$ cat src/rtl/frame_buffer_arbiter.sv
// Frame-buffer port arbiter: display reads take the single RAM port whenever the
// display address changes; all other cycles drain a small camera write FIFO.
module frame_buffer_arbiter #(
  parameter int unsigned ADDR_WIDTH = 17,
  parameter int unsigned DATA_WIDTH = 12,
  parameter int unsigned FIFO_DEPTH = 8
) (
  input  logic                          clk_i,
  input  logic                          reset_i,
  input  logic                          video_en_i,
  input  logic [ADDR_WIDTH-1:0]         pixel_i,
  input  logic                          cam_valid_i,
  input  logic [ADDR_WIDTH-1:0]         cam_addr_i,
  input  logic [DATA_WIDTH-1:0]         cam_data_i,
  output logic                          cam_ready_o,
  output logic                          mem_en_o,
  output logic                          mem_we_o,
  output logic [ADDR_WIDTH-1:0]         mem_addr_o,
  output logic [DATA_WIDTH-1:0]         mem_wdata_o,
  input  logic [DATA_WIDTH-1:0]         mem_rdata_i,
  output logic [DATA_WIDTH-1:0]         pixel_data_o,
  output logic                          pixel_valid_o,
  output logic [$clog2(FIFO_DEPTH):0]   fifo_count_o
);

  localparam int unsigned PtrW   = $clog2(FIFO_DEPTH);
  localparam int unsigned CntW   = PtrW + 1;
  localparam int unsigned EntryW = ADDR_WIDTH + DATA_WIDTH;

  logic [ADDR_WIDTH-1:0] rd_addr_q, rd_addr_d;
  logic                  rd_addr_valid_q, rd_addr_valid_d;
  logic                  rd_pending_q;
  logic [DATA_WIDTH-1:0] pixel_data_q;
  logic                  pixel_valid_q;

  logic [EntryW-1:0]     fifo_mem_q [FIFO_DEPTH];
  logic [PtrW-1:0]       wr_ptr_q, wr_ptr_d;
  logic [PtrW-1:0]       rd_ptr_q, rd_ptr_d;
  logic [CntW-1:0]       count_q, count_d;

  logic                  rd_req;
  logic                  push;
  logic                  pop;
  logic [EntryW-1:0]     head;

  assign head         = fifo_mem_q[rd_ptr_q];
  assign cam_ready_o  = !reset_i && (count_q != CntW'(FIFO_DEPTH));
  assign push         = cam_valid_i && cam_ready_o;
  assign fifo_count_o = count_q;
  assign pixel_data_o = pixel_data_q;
  assign pixel_valid_o = pixel_valid_q;

  // Port decision: a changed display address always wins, otherwise drain the FIFO head.
  always_comb begin
    rd_req          = 1'b0;
    pop             = 1'b0;
    mem_en_o        = 1'b0;
    mem_we_o        = 1'b0;
    mem_addr_o      = '0;
    mem_wdata_o     = '0;
    rd_addr_d       = rd_addr_q;
    rd_addr_valid_d = rd_addr_valid_q;
    if (!reset_i) begin
      rd_req = video_en_i && (!rd_addr_valid_q || (pixel_i != rd_addr_q));
      if (rd_req) begin
        mem_en_o        = 1'b1;
        mem_addr_o      = pixel_i;
        rd_addr_d       = pixel_i;
        rd_addr_valid_d = 1'b1;
      end else if (count_q != '0) begin
        pop         = 1'b1;
        mem_en_o    = 1'b1;
        mem_we_o    = 1'b1;
        mem_addr_o  = head[EntryW-1:DATA_WIDTH];
        mem_wdata_o = head[DATA_WIDTH-1:0];
      end
    end
  end

  // FIFO pointer and occupancy next-state.
  always_comb begin
    wr_ptr_d = wr_ptr_q;
    rd_ptr_d = rd_ptr_q;
    count_d  = count_q;
    if (push) wr_ptr_d = wr_ptr_q + 1'b1;
    if (pop)  rd_ptr_d = rd_ptr_q + 1'b1;
    unique case ({push, pop})
      2'b10:   count_d = count_q + 1'b1;
      2'b01:   count_d = count_q - 1'b1;
      default: count_d = count_q;
    endcase
  end

  // Control state: last read address, FIFO pointers, read-data capture pipeline.
  always_ff @(posedge clk_i) begin
    if (reset_i) begin
      rd_addr_q       <= '0;
      rd_addr_valid_q <= 1'b0;
      wr_ptr_q        <= '0;
      rd_ptr_q        <= '0;
      count_q         <= '0;
      rd_pending_q    <= 1'b0;
      pixel_data_q    <= '0;
      pixel_valid_q   <= 1'b0;
    end else begin
      rd_addr_q       <= rd_addr_d;
      rd_addr_valid_q <= rd_addr_valid_d;
      wr_ptr_q        <= wr_ptr_d;
      rd_ptr_q        <= rd_ptr_d;
      count_q         <= count_d;
      rd_pending_q    <= rd_req;
      pixel_valid_q   <= rd_pending_q;
      if (rd_pending_q) pixel_data_q <= mem_rdata_i;
    end
  end

  // FIFO storage; contents need no reset since occupancy gates every read.
  always_ff @(posedge clk_i) begin
    if (push) fifo_mem_q[wr_ptr_q] <= {cam_addr_i, cam_data_i};
  end

endmodule
$ cat config.mk
export PLATFORM = sky130hd
export DESIGN_NAME = frame_buffer_arbiter
export DESIGN_NICKNAME = d
export VERILOG_FILES = /design/src/rtl/frame_buffer_arbiter.sv
export SDC_FILE = /design/constraint.sdc
export NUM_CORES = 1
export LEC_CHECK = 0
export ABC_AREA = 1
export CAP_MARGIN = 0
export CORE_MARGIN = 4
export CORE_UTILIZATION = 44
export CTS_BUF_LIST = sky130_fd_sc_hd__clkbuf_8 sky130_fd_sc_hd__clkbuf_16
export DETAILED_ROUTE_END_ITERATION = 8
export PLACE_DENSITY = 0.67
export SLEW_MARGIN = 20
export SYNTH_ARGS = -nofsm -noshare
export SYNTH_HDL_FRONTEND = slang
export SYNTH_SLANG_ARGS = --single-unit
export TNS_END_PERCENT = 20
$ cat constraint.sdc
create_clock -name clk_i -period 3.23 [get_ports clk_i]
set_input_delay 0.8075 -clock clk_i [delete_from_list [all_inputs] [get_ports clk_i]]
set_output_delay 0.8075 -clock clk_i [all_outputs]
set_load 0.03 [all_outputs]
=== Word-level counts from Yosys, hierarchy flattened ===
Memory sizes are Yosys's and may differ from the RTL's. A register that Yosys moved wholly into a read port is not among the register bits.
Index checks and enable logic that the tools add are counted.

* Register bits: 42
* RAM bits: 232
* Logic and storage cells: 41
* Memories: 1

* Add/sub/neg operators: 4
* Equal/unequal tests: 4
* Mux-type cells: 16
* Reduce and logical (&&, ||, !) cells: 8

{| class="wikitable"
|+ Memories
! memory !! depth !! width !! read ports !! clocked after Yosys merged registers in !! write ports !! RTL line !! RTL
|-
| fifo_mem_q || 8 || 29 || 1 || 1 || 1 || 36 || <nowiki>logic [EntryW-1:0] fifo_mem_q [FIFO_DEPTH];</nowiki>
|}

{| class="wikitable"
|+ Operator list
! cell !! number
|-
| $mux 17 || 3
|-
| $mux 12 || 3
|-
| $ne 17x17->1 || 1
|-
| $pmux 4 s2 || 1
|-
| $mux 1 || 7
|-
| $add 3x1->3 const B || 2
|-
| $mux 3 || 2
|-
| $add 4x1->4 const B || 1
|-
| $ne 4x4->1 const B || 1
|-
| $reduce_bool 4->1 || 1
|-
| $sub 4x1->4 const B || 1
|-
| $logic_and 1x1->1 || 3
|-
| $eq 2x1->1 const B || 1
|-
| $eq 2x2->1 const B || 1
|-
| $logic_not 1->1 || 2
|-
| $reduce_bool 2->1 || 1
|-
| $logic_or 1x1->1 || 1
|}

=== Depth between registers and ports, before layout ===
Gate-level depths: netlist (run 1).

* Depth after elaboration: 7
* Gate-level depth with buffers: 18
* Mapped depth without buffers: 17

=== Least setup slack after synthesis (run 1) ===
No wires, ideal clock.

* Path kind: input to register
* Start: input reset_i
* End: memory fifo_mem_q[0][0] (netlist name), enable pin
* Arrival time: 3.319 ns
* Data required time: 2.815 ns
* Slack: -0.504 ns
* Cell stages on the path: 6
* Buffers on the path: 1
* Cell sequence: clkbuf_1 > a31oi_1 > nand2_1 > inv_1 > nand2_1 > nor2_1

* Cells in the longest elaborated chain, start to end: 5

{| class="wikitable"
|+ RTL lines
! what !! RTL line !! RTL
|-
| start: declaration || 9 || <nowiki>input logic reset_i,</nowiki>
|-
| $logic_not 1->1 || n/a ||
|-
| $logic_and 1x1->1 || 47 || <nowiki>assign cam_ready_o = !reset_i && (count_q != CntW'(FIFO_DEPTH));</nowiki>
|-
| via cam_ready_o || 15 || <nowiki>output logic cam_ready_o,</nowiki>
|-
| $logic_and 1x1->1 || 48 || <nowiki>assign push = cam_valid_i && cam_ready_o;</nowiki>
|-
| $mux 1 || 119 || <nowiki>if (push) fifo_mem_q[wr_ptr_q] <= {cam_addr_i, cam_data_i};</nowiki>
|-
| $mux 1 (not written as such) || 119 ||
|-
| end: declaration || 36 ||
|}

The timed path passes the listed nets, and every way through them passes these cells.

=== Worst setup path after layout (run 1) ===
* Start: input pixel_i[6]
* End: output mem_wdata_o[10]

* Cells in the longest elaborated chain, start to end: 5

{| class="wikitable"
|+ RTL lines
! what !! RTL line !! RTL
|-
| start: declaration || 11 || <nowiki>input logic [ADDR_WIDTH-1:0] pixel_i,</nowiki>
|-
| $ne 17x17->1 || 64 || <nowiki>rd_req = video_en_i && (!rd_addr_valid_q || (pixel_i != rd_addr_q));</nowiki>
|-
| $logic_or 1x1->1 || 64 ||
|-
| $logic_and 1x1->1 || 64 ||
|-
| $mux 12 || 65 || <nowiki>if (rd_req) begin</nowiki>
|-
| $mux 12 || 63 || <nowiki>if (!reset_i) begin</nowiki>
|-
| end: declaration || 19 || <nowiki>output logic [DATA_WIDTH-1:0] mem_wdata_o,</nowiki>
|}

Every way passes these cells.

==> flow_summary.toml, run 1 <==
[worst_setup_path]
cp_max_fo = 8
cp.required_ps = 2420
timing.rr.end = "fifo_count_o[3]"
rr_worst_depth = 18
worst_ep_arrival_time_ps = 2380
worstReg2RegStart = "rd_addr_q[6]"
r2r_setup_slack_ps = 620
cp-end-kind = "output port"
critical_path_class = "in2out"
cp-start-kind = "primary input"

[clock_network]
root_buffer = "clkbuf_16"
h-tree-depth = 1
clk_pin_slew_worst_paths_ps = 60
clk_latency_ps = 520
cts_buffers = 27
cts_hold_buf = 0
cts_tree = "built"
cts_sinks = 277
cts_max_path_buffers = 3

[placement]
place_inst = 1445
routabilityCongestion = 0.812
hpwl_um = 15500
pre_cts_ws_ps = -472
dpl_cell_area_um2 = 13100
portBuffers = 110

[routing]
wire_per_inst_um = 18.4
viasPerCell = 5.33
via_count = 7999
dr.pass1.iters = 6
drt_iter0_markers = 715
drtAntennaViolNets = 0
drc_errors = 0
routed_wl_um = 27600

[yosys]
syn_area_um2 = 11300
synth-main-ff-cell = "edfxtp_1"
synth_top_cell_by_area = "edfxtp_1"
synth-edff-count = 232
synth_seq_cells = 277
yosysUniqueCellTypes = 28
ys_seq_area_frac = 0.694
postSynthCellCount = 1015
synth_area_per_cell_um2 = 11.2
synth_top_cells_by_area = "edfxtp_1 (61%), dfxtp_1 (7.9%), nand2_1 (5.9%), nor2_1 (5.2%), o21ai_0 (4.9%)"
ys_warn_count = 0
syn-num-nets = 1082
yosysTopAreaCellShare = 0.615
async_flop_share = 0

[timing]
timing.fmax_mhz = 313
slew_viol_final = 0
rsz0062_at_grt = "true"
max-slew-margin-rel = 0.636
holdWs_ps = 462
setup-tns-final_ps = 0
clock_skew_ps = 10.9
setup_ws_ps = 37.7
post-route-period-util = 0.988
fin_crit_ps = 3190
setup_viol = 0
worstMarginPinSlew_ps = 546
hold_violations = 0

[grt]
grt_antenna_before_repair = 1
grt_pass1_wl_um = 41900
grt_use_total = 0.186
grt_start_max_net_pins = 59
grt_overflow = 0
grt_pass1_vias = 7772

[power]
max-vdd-ir-drop_uv = 488
p_leak_nw = 5.13
power_density_nw_per_um2 = 601
power.total_mw = 8.55

[min_path]
hold_path.class = "reg2reg"
holdPathEnd = "rd_addr_q[5]"
worstHoldStart = "rd_addr_q[5]"
hold_depth = 2

[floorplanning]
ios = 111
dieWidth_um = 169
die_h_um = 169
die_area_um2 = 28400
num_rows = 58
start_util = 0.449
core_um2 = 25300

[job]
drv_cap = 0

[final_layout]
area_delta_synth_final_pct = 25.5
drive_gt1_frac = 0.169
instances_no_fill = 1502
fillers = 2087
stdcell_area_um2 = 14200
fin_nets = 1219
final_core_util = 0.563

[status]
status = "finished clean"
## layout by cell type, fill, tap and decap left out, drive strengths merged, types with 45 or more instances in the layout
master and n:
a21oi 73, buf 96, o21ai 122, inv 55
clkdlybuf4s50 61, o22ai 50, nand2 180, edfxtp 232
dfxtp 45, nor2 157
## critical path: stages
cell and delay [ps]:
buf_6 100, nand2_1 60, nand2_1 60, nor2_2 160, nand2_1 70, nor2_1 90
nand3_1 120, nand2_4 220, nand2_8 130, buf_6 150, a211oi_4 240, buf_12 160
## power breakdown
| part | switching, mW | internal [mW] | total (mW) |
|---|---|---|---|
| combinational | 0.972 | 0.590 | 1.56 |
| clock | 1.25 | 1.74 | 2.99 |
| sequential | 0.0486 | 3.95 | 4.00 |
| total | 2.27 | 6.28 | 8.55 |
## cell type report
cell class	instances	area (µm²)	area share
Clock inverter	21	165	0.0116
Sequential cell	277	7880	0.554
Clock buffer	27	676	0.0475
Timing Repair Buffer	167	1720	0.121
Multi-Input combinational cell	629	3160	0.222
Tap cell	330	413	0.0290
Inverter	50	201	0.0142
Antenna cell	1	2.50	0.000176
## worst max-delay path by stage
stage / from / endpoint / slack [ps] / cells after the start
after floorplan: reset_i / fifo_mem_q[0][0] / -70 / 6
after global placement: pixel_i[6] / mem_wdata_o[7] / -400 / 13
after detailed placement: pixel_i[6] / mem_wdata_o[7] / -470 / 13
after CTS: pixel_i[1] / mem_wdata_o[7] / 7 / 12
after global routing: rd_addr_q[10] / mem_wdata_o[10] / -60 / 12
final: pixel_i[6] / mem_wdata_o[10] / 40 / 12
## routing by layer
layer | vias to the layer above | track usage | part of all wire
li1 | 3838 | - | -
met1 | 3867 | 0.244 | 0.41
met2 | 250 | 0.328 | 0.51
met3 | 44 | 0.0266 | 0.061
met4 | 0 | 0.0487 | 0.020
met5 | - | 0 | 0
## cells in the mapped netlist (9+ instances only)
cell type	number
a211oi_2	9
a21oi_1	70
buf_2	19
clkbuf_1	28
dfxtp_1	45
edfxtp_1	232
inv_1	47
nand2_1	177
nand3_1	19
nor2_1	157
o21ai_0	112
o21ai_1	10
o22ai_1	50
## logic make-up (layout without fill, tap and decap cells)
kind of cell / after synthesis / count (layout) / synth area share
AND/OR/NAND/NOR: 357 / 358 / 0.122
flip-flops: 277 / 277 / 0.694
AO/OA/AOI/OAI: 262 / 262 / 0.130
buffers and inverters: 110 / 265 / 0.0446
adder cells (fa/ha/maj): 5 / 5 / 0.00552
XOR/XNOR: 4 / 4 / 0.00309
other: 0 / 1 / 0
## repair_timing
item / in CTS / in global routing
pin swaps: 16 / 26
gates cloned: 2 / 1
resized for setup: 57 / 67
endpoints found under the setup margin: 31 / 31
setup buffers: 5 / 0
## state kept, by name, summed over array words and instances, names as in the netlist, named ones only
| signal | cells |
|---|---|
| fifo_mem_q | 232 |
| rd_addr_q | 17 |
| pixel_data_o | 12 |
| rd_pending_q | 1 |
| rd_addr_valid_q | 1 |
| pixel_valid_o | 1 |
| wr_ptr_q | 3 |
| rd_ptr_q | 3 |
| fifo_count_o | 4 |
(Power assumes the default switching activity.)
==> inputs of run 2 (changes only) <==
CORE_UTILIZATION = 31   (was 44)
PLACE_DENSITY = unset   (was 0.67)
==> run 2 against run 1 <==
Against the previous run:
- wire length up 11%
- via count is 2.4% higher
- global-route usage fell by 4.2 points
- flip-flop and latch count did not move
- clock skew grew 6.5 ps
- first-iteration DRC count shrank 34%
- final cell count up 10%
==> flow_summary.toml, run 2 (synthesis results as in run 1) <==
[clock_network]
cts_max_path_buffers = 3
root_buffer = "clkbuf_16"
clk_pin_slew_worst_paths_ps = 60
cts_sinks = 277
cts_buffers = 28
clk_latency_ps = 540
cts_tree = "built"
h-tree-depth = 1

[timing]
clock_skew_ps = 17.4
timing.fmax_mhz = 319
rsz0062_at_grt = "true"
setup_viol = 0
post-route-period-util = 0.970
max-slew-margin-rel = 0.615
slew_viol_final = 0
hold_violations = 0
fin_crit_ps = 3130
worstMarginPinSlew_ps = 576

[worst_setup_path]
rr_worst_depth = 18
cp.required_ps = 2420
cp_max_fo = 9
critical_path_class = "in2out"
cp-end-kind = "output port"
worst_ep_arrival_time_ps = 2330
cp-start-kind = "primary input"

[power]
power.total_mw = 8.96
p_comb_frac = 0.189
p_switching_mw = 2.44
power_density_nw_per_um2 = 606
pwr-share-seq = 0.447
max-vdd-ir-drop_uv = 409
clockPowerShare = 0.364
p_leak_nw = 5.32
internal_power_mw = 6.52
netSwitchingFraction = 0.272

[final_layout]
mostFrequentLayoutCell = "edfxtp_1"
stdcell_area_um2 = 14800
regMostFlops = "fifo_mem_q"
area_delta_synth_final_pct = 30.4
final_core_util = 0.412
largest_reg_flops = 232
diodes = 0
fin_nets = 1241
final_cell_mix = "edfxtp_1 (232), nand2_1 (172), nor2_1 (146)"
drive_gt1_frac = 0.196

[routing]
drt_iter0_markers = 472
via_count = 8189
drc_errors = 0
drtAntennaViolNets = 0
wire_per_inst_um = 18.4
routed_wl_um = 30500
dr.pass1.iters = 5
viasPerCell = 4.94

[placement]
portBuffers = 110
routabilityCongestion = 0.795
hpwl_um = 17600
dpl_cell_area_um2 = 13500

[floorplanning]
die_h_um = 199
die_area_um2 = 39700
core_um2 = 35800
dieWidth_um = 199
start_util = 0.316
ios = 111
num_rows = 69

[grt]
grt_start_max_net_pins = 82
grt_antenna_before_repair = 2
grt_pass1_wl_um = 45000
grt_pass1_vias = 7932
grt_overflow = 0
grt_use_total = 0.144

[min_path]
hold_depth = 2
hold_path.class = "reg2reg"

[job]
drv_cap = 0

[status]
status = "finished clean"
## run 2: per-stage QoR
step / hold slack (ps) / TNS, ps / setup WS (ps) / instances
after global routing: 499 / -47.1 / -11.7 / 1657
after CTS: 471 / -178 / -61.7 / 1648
after global placement: 454 / -12620 / -441 / 1592
after detailed placement: 462 / -13280 / -523 / 1592
after floorplan: 432 / -12440 / -73.9 / 1015
final: 472 / 0 / 96.4 / 1657
## run 2: final cells by class
cell class / count / area (µm²)
Clock buffer: 33 / 781
Inverter: 50 / 209
Sequential cell: 277 / 7880
Fill cell: 3374 / 21100
Multi-Input combinational cell: 629 / 3160
Timing Repair Buffer: 188 / 2020
Clock inverter: 19 / 158
Tap cell: 461 / 577
## run 2: repair_timing
item,CTS,global route
setup buffers,2,5
gates cloned,2,4
hold buffers,0,0
pin swaps,21,22
setup endpoints to repair,31,31
resized for setup,72,47
## run 2: final timing paths
kind,startpoint,end,slack (ps)
setup reg to reg,rd_addr_q[6],fifo_count_o[3],660
hold reg to reg,rd_addr_q[5],rd_addr_q[5],470
setup / recovery,pixel_i[16],mem_addr_o[7],100
hold / removal,rd_addr_q[5],rd_addr_q[5],470
## run 2: routing by layer
metal | GRT usage | wire [µm] | vias to the layer above
met5 | 0 | 27 | -
met4 | 0.0296 | 568 | 4
met3 | 0.0246 | 1880 | 50
met2 | 0.252 | 15400 | 243
met1 | 0.190 | 12600 | 3994
li1 | - | - | 3898
## run 2: power groups by stage
stage	Sequential [mW]	Clock, mW	Combinational, mW
3_5_place_dp	4.07	0	1.51
5_1_grt	4.01	3.46	1.85
6_report	4.01	3.26	1.69
4_1_cts	4.00	3.32	1.58
2_1_floorplan	4.09	0	0.852
3_3_place_gp	4.07	0	1.50
## run 2: critical path, cell delays in order
cell and delay, ps:
clkdlybuf4s15_1 200, inv_1 60, nand2_1 50, nand2_2 70, nand3_2 70, nor2_1 100
nand3_1 120, nand2_4 120, buf_12 160, buf_6 140, nand3_1 90, a21oi_2 170
buf_6 150
